**config.mk**
```make
export PLATFORM = sky130hd
export DESIGN_NAME = sap_ram_load_ctrl
export DESIGN_NICKNAME = d
export VERILOG_FILES = /design/src/rtl/sap_ram_load_ctrl.sv
export SDC_FILE = /design/constraint.sdc
export NUM_CORES = 1
export LEC_CHECK = 0
export ABC_AREA = 1
export CAP_MARGIN = 30
export CORE_MARGIN = 2
export CORE_UTILIZATION = 51
export CTS_CLUSTER_DIAMETER = 40
export CTS_CLUSTER_SIZE = 20
export DETAILED_ROUTE_END_ITERATION = 8
export PLACE_DENSITY_LB_ADDON = 0.15
export SLEW_MARGIN = 0
export SYNTH_ARGS = -nofsm -noshare
export SYNTH_HDL_FRONTEND = slang
export SYNTH_SLANG_ARGS = --single-unit
export TNS_END_PERCENT = 5
```
**constraint.sdc**
```tcl
create_clock -name clk -period 3.5 [get_ports clk]
set_input_delay 0.525 -clock clk [delete_from_list [all_inputs] [get_ports clk]]
set_output_delay 0.525 -clock clk [all_outputs]
set_load 0.02 [all_outputs]
```
**src/rtl/sap_ram_load_ctrl.sv**
```systemverilog
// SAP-1 program-RAM arbiter: steers the 157 address mux between the MAR and the
// manual switches, freezes the CPU while the loader owns the RAM, and times each manual write.
module sap_ram_load_ctrl #(
  parameter int ADDR_W    = 4,
  parameter int DATA_W    = 8,
  parameter int WE_CYCLES = 2,
  parameter int SETTLE    = 1
) (
  input  logic              clk,
  input  logic              clr_n,
  input  logic              mode_req,
  input  logic              cpu_idle,
  output logic              cpu_hold,
  input  logic [ADDR_W-1:0] mar_addr,
  input  logic [ADDR_W-1:0] sw_addr,
  input  logic [DATA_W-1:0] sw_data,
  input  logic              wr_req,
  output logic              wr_ack,
  output logic              mux_select,
  output logic [ADDR_W-1:0] ram_addr,
  output logic [DATA_W-1:0] ram_din,
  output logic              ram_we_n,
  output logic              mode_prog
);

  localparam int CNT_MAX = (WE_CYCLES > SETTLE) ? WE_CYCLES : SETTLE;
  localparam int CNT_W   = $clog2(CNT_MAX + 1);

  typedef enum logic [2:0] {
    S_RUN, S_HOLD_WAIT, S_PSETTLE, S_PROG, S_WRITE, S_RSETTLE
  } state_t;

  typedef enum logic [1:0] {PH_SETUP, PH_WE, PH_HOLD} phase_t;

  state_t            r_state;
  phase_t            r_phase;
  logic [CNT_W-1:0]  r_cnt;
  logic [1:0]        r_mode_pipe;
  logic [2:0]        r_wr_pipe;
  logic              r_cpu_hold;
  logic              r_wr_ack;
  logic              r_mux_select;
  logic [ADDR_W-1:0] r_ram_addr;
  logic [DATA_W-1:0] r_ram_din;
  logic              r_ram_we_n;
  logic              r_mode_prog;

  logic w_mode_s;
  logic w_wr_rise;
  logic w_cnt_last;

  // Two-flop synchronizers; the wr pipe carries one extra stage for edge detection.
  always_ff @(posedge clk or negedge clr_n) begin
    if (!clr_n) begin
      r_mode_pipe <= '0;
      r_wr_pipe   <= '0;
    end else begin
      r_mode_pipe <= {r_mode_pipe[0], mode_req};
      r_wr_pipe   <= {r_wr_pipe[1:0], wr_req};
    end
  end

  assign w_mode_s   = r_mode_pipe[1];
  assign w_wr_rise  = r_wr_pipe[1] & ~r_wr_pipe[2];
  assign w_cnt_last = (r_cnt == CNT_W'(1));

  always_ff @(posedge clk or negedge clr_n) begin
    if (!clr_n) begin
      r_state      <= S_RUN;
      r_phase      <= PH_SETUP;
      r_cnt        <= '0;
      r_cpu_hold   <= 1'b0;
      r_wr_ack     <= 1'b0;
      r_mux_select <= 1'b0;
      r_ram_addr   <= '0;
      r_ram_din    <= '0;
      r_ram_we_n   <= 1'b1;
      r_mode_prog  <= 1'b0;
    end else begin
      r_wr_ack <= 1'b0;
      // Address tracks the mux side, but must not move under an in-flight write.
      if (r_state != S_WRITE)
        r_ram_addr <= r_mux_select ? sw_addr : mar_addr;

      unique case (r_state)
        S_RUN: begin
          if (w_mode_s) begin
            r_state    <= S_HOLD_WAIT;
            r_cpu_hold <= 1'b1;
          end
        end
        S_HOLD_WAIT: begin
          if (!w_mode_s) begin
            r_state    <= S_RUN;
            r_cpu_hold <= 1'b0;
          end else if (cpu_idle) begin
            r_state      <= S_PSETTLE;
            r_mux_select <= 1'b1;
            r_mode_prog  <= 1'b1;
            r_cnt        <= CNT_W'(SETTLE);
          end
        end
        S_PSETTLE: begin
          if (w_cnt_last) r_state <= S_PROG;
          else            r_cnt   <= r_cnt - CNT_W'(1);
        end
        S_PROG: begin
          if (w_wr_rise) begin
            r_state    <= S_WRITE;
            r_phase    <= PH_SETUP;
            r_ram_addr <= sw_addr;
            r_ram_din  <= sw_data;
          end else if (!w_mode_s) begin
            r_state      <= S_RSETTLE;
            r_mux_select <= 1'b0;
            r_mode_prog  <= 1'b0;
            r_cnt        <= CNT_W'(SETTLE);
          end
        end
        S_WRITE: begin
          unique case (r_phase)
            PH_SETUP: begin
              r_phase    <= PH_WE;
              r_ram_we_n <= 1'b0;
              r_cnt      <= CNT_W'(WE_CYCLES);
            end
            PH_WE: begin
              if (w_cnt_last) begin
                r_phase    <= PH_HOLD;
                r_ram_we_n <= 1'b1;
              end else begin
                r_cnt <= r_cnt - CNT_W'(1);
              end
            end
            default: begin
              r_state  <= S_PROG;
              r_wr_ack <= 1'b1;
            end
          endcase
        end
        S_RSETTLE: begin
          if (w_cnt_last) begin
            r_state    <= S_RUN;
            r_cpu_hold <= 1'b0;
          end else begin
            r_cnt <= r_cnt - CNT_W'(1);
          end
        end
        default: r_state <= S_RUN;
      endcase
    end
  end

  assign cpu_hold   = r_cpu_hold;
  assign wr_ack     = r_wr_ack;
  assign mux_select = r_mux_select;
  assign ram_addr   = r_ram_addr;
  assign ram_din    = r_ram_din;
  assign ram_we_n   = r_ram_we_n;
  assign mode_prog  = r_mode_prog;

endmodule

```
=== After elaboration in Yosys (flattened, before gate mapping) ===
Index checks and enable logic that the tools add are counted.

* Bits in registers: 28
* Input port bits: 21
* Output and inout port bits: 17

* Muxes and demuxes: 36
* Bitwise operators: 2
* Add/subtract/negate cells: 1
* Equal/unequal tests: 23
* Reductions and logical operators: 16

{| class="wikitable"
|+ Operators by type and width
! kind !! count
|-
| 3-bit two-way mux || 8
|-
| 2-bit inequality test (second input constant) || 11
|-
| 3-bit one-hot mux with 6 select lines || 1
|-
| 4-bit two-way mux || 4
|-
| 2-bit two-way mux || 7
|-
| 3-bit inequality test (second input constant) || 4
|-
| 2-bit one-hot mux with 2 select lines || 3
|-
| 6-bit AND reduction || 2
|-
| 1-bit two-way mux || 9
|-
| 2-bit one-hot mux with 4 select lines || 1
|-
| 4-bit AND reduction || 2
|-
| 3-bit by 2-bit == test with 1-bit output (second input constant) || 2
|-
| 3-bit == test (second input constant) || 2
|-
| 2-bit nonzero test || 3
|-
| 5-bit AND reduction || 1
|-
| 2-bit by 1-bit == test with 1-bit output (second input constant) || 2
|-
| 1-bit one-hot mux with 2 select lines || 2
|-
| 4-bit nonzero test || 1
|-
| 2-bit OR reduction || 2
|-
| 3-bit by 1-bit == test with 1-bit output (second input constant) || 1
|-
| 3-bit zero test || 1
|-
| 3-bit by 2-bit inequality test with 1-bit output (second input constant) || 1
|-
| 1-bit one-hot mux with 3 select lines || 1
|-
| 3-bit AND reduction || 1
|-
| other kinds (6) || 6
|}

=== Logic depth before layout (Yosys ltp) ===
* Depth after elaboration: 4
* Mapped depth: 10

=== Worst setup path after synthesis ===
OpenSTA, ideal clock, no wires.

* Path kind: reg2out
* From: register, netlist name mode_prog
* To: output port mux_select
* Data arrival time: 0.749 ns
* Setup slack: 2.226 ns
* Stages on the path, launching flop included: 2
* Cells stage by stage: dfrtp_1 buf_4

{| class="wikitable"
|+ RTL lines
! item !! line !! RTL
|-
| to (decl) || 19 || <nowiki>output logic mux_select,</nowiki>
|}

==> flow_summary.ini <==
[placement]
gp_congestion = 0.902
hpwl_microns = 2370
place_area_sq_um = 1810
place_inst = 234
port_buffers = 37

[die]
die_h_microns = 57.4
initial_utilization_pct = 53.2
core_area_sq_um = 2730
dieArea_sq_um = 3300
ios = 38
row_count = 19
die_x_microns = 57.4

[routing]
drtIter0Drc = 27
drt-total-wl_microns = 3080
viasPerCell = 5.30
dr_total_vias = 1261
first_pass_iters = 4
drc = 0
ant_nets = 0
post_drt_wl_per_cell_microns = 12.9

[setup_path]
crit_start = mode_prog
worstSetupStartpointType = register
crit_type = register to primary output
cp.arrival_ps = 1520
slowest_delay_ps = 670
critPathSlowestCell = clkdlybuf4s50_1
critPathCaptureType = primary output
cp_top_family = buffers and inverters
worst-path-max-fanout = 8
r2r-start = r_state[1]
crit_chain = clkdlybuf4s50_1
required_ps = 2970
crit_buf_inv = 1

[sta]
hold_viol = 0
fin_crit_sh_pct = 58.3
rsz0062_at_grt = false
drv_slew = 0
maxSlewHeadroom_pct = 68.5
worstMarginPinSlew_ps = 473
fin_crit_ps = 2040
setup_tns_ps = 0
skew_ps = 9.94
max_freq_ghz = 0.490
setup-violations-final = 0

[layout]
drive_gt1_share_pct = 13.0
layout_common_cells = nand2_1, clkdlybuf4s50_1, dfrtp_1, nor2_1, nand3_1
nets = 231
layout_commonest_cell = nand2_1
final_area_sq_um = 1850
areaGrowthSynthToFinish_pct = 27.0
diodes = 0
stdcell_count = 238
final_core_util_pct = 67.6

[clock_network]
numCtsBuffers = 3
cts.sinks = 28
cts_resized = 0
cts_tree = built
clk_pin_slew_ps = 150
cts_max_level = 1
root_buffer = clkbuf_4
cts_setup_buffers = 0
clk_path_buf_depth = 2
clk-insertion-delay-late_ps = 320
cts_hold_buf = 0

[grt]
antenna_found_initial = 0
grtUsageTotal_pct = 20.7
overflow = 0
grt_pass1_vias = 1236
grt_pass1_wl_microns = 5350
grt_max_degree = 29

[logic_synthesis]
syn_area_sq_um = 1460
synthCells = 171
postSynthAreaPerCell_sq_um = 8.51
yosysSeqAreaShare_pct = 48.2
synth-seq-cells = 28
synth_warnings = 0
synth_xor_xnor_area_share_pct = 0
synth_nets = 194
synth_adder_area_share_pct = 1.72
synth_cell_types = 26
synth_top_family_by_area = simple AND/OR/NAND/NOR gates
synth_compound_area_share_pct = 9.46
synthMuxAreaShare_pct = 0
synthSimpleGateAreaFrac_pct = 32.7

[pwr]
power_per_cell_area_nw_per_um2 = 841
ir_drop_mv = 0.584
power_leakage_nw = 0.894
total_power_w = 0.00155

[status]
status = finished, final reports clean

[flow_run]
maxCapViolCount = 0

[hold_path]
hold_class = register to register
worstHoldStart = r_wr_pipe[0]
## cells in the mapped netlist
library cell   n  area share [%]
nand3_1       10             3.4
inv_4          1            0.43
nor2_2         1            0.43
nand2_4        4             3.1
nand4_1        1            0.43
ha_1           2             1.7
buf_6          4             3.1
nand2_1       58              15
nand3_2        3             2.1
nand4_4        1             1.5
o21ai_1        4             1.4
nor2_4         3             2.3
o21ai_0        9             3.1
nor3_1         1            0.34
dfstp_2        1             1.8
o21ai_2        1            0.60
nand2_2        3             1.3
buf_4          2             1.0
a21oi_2        1            0.60
a21oi_1        6             2.1
inv_1          9             2.3
clkinv_1       1            0.26
a31oi_1        4             1.7
inv_2          3            0.77
dfrtp_1       27              46
nor2_1        11             2.8
## path summary, 6_finish.rpt
| path | to | cells after the start | slack (ps) |
|---|---|---|---|
| max | mux_select | 1 | 1460 |
| max reg2reg | mode_prog | 8 | 1890 |
| min reg2reg | r_wr_pipe[1] | 0 | 370 |
| min in group asynchronous | ram_addr[2] | 2 | 570 |
| max in group asynchronous | ram_we_n | 2 | 2630 |
| min | r_wr_pipe[1] | 0 | 370 |
## worst register-to-register path, delay by kind of cell (launching register included)
kind             cells  cell delay (ps)
AND/OR/NAND/NOR      7              860
flip-flops           1              570
AO/OA/AOI/OAI        1               70
## layout make-up
cell class | count | area (sq um)
repair buffers | 38 | 378
well taps | 31 | 38.8
inverters | 14 | 55.1
multi-input cells | 123 | 638
fillers | 221 | 886
flip-flops and latches | 28 | 702
clock buffers | 4 | 36.3
## logic make-up after synthesis
kind of cell	count (synthesis)
AOI/OAI and AO/OA	25
adders and majority gates	2
DFF	28
and+or+nand+nor	96
buffers and inverters	20
## sequential cells by signal, summed over array words and instances (netlist names), 2 cells and up
signal / count
ram_din: 8
ram_addr: 4
r_state: 3
r_wr_pipe: 3
r_cnt: 2
r_mode_pipe: 2
r_phase: 2
## routing by layer
layer | GRT usage [%] | vias to the layer above | routed length, microns
met5 | 0 | - | 0
met3 | 3.17 | 2 | 128
met4 | 6.31 | 0 | 17
met2 | 35.6 | 35 | 1560
li1 | - | 623 | -
met1 | 26.9 | 601 | 1370
## report_power, final
part	internal [W]	leakage (nW)	switching, W
clock network	0.0000635	0.0210	0.0000905
registers	0.000452	0.337	0.000123
logic	0.000360	0.536	0.000465
total	0.000876	0.894	0.000678
## through the flow
step	hold slack, ps	setup WS, ps
2_1_floorplan	229	2230
3_3_place_gp	333	1820
3_5_place_dp	337	1720
4_1_cts	370	1440
5_1_grt	383	1380
6_report	366	1460
Power figures use the tool's default switching activity.
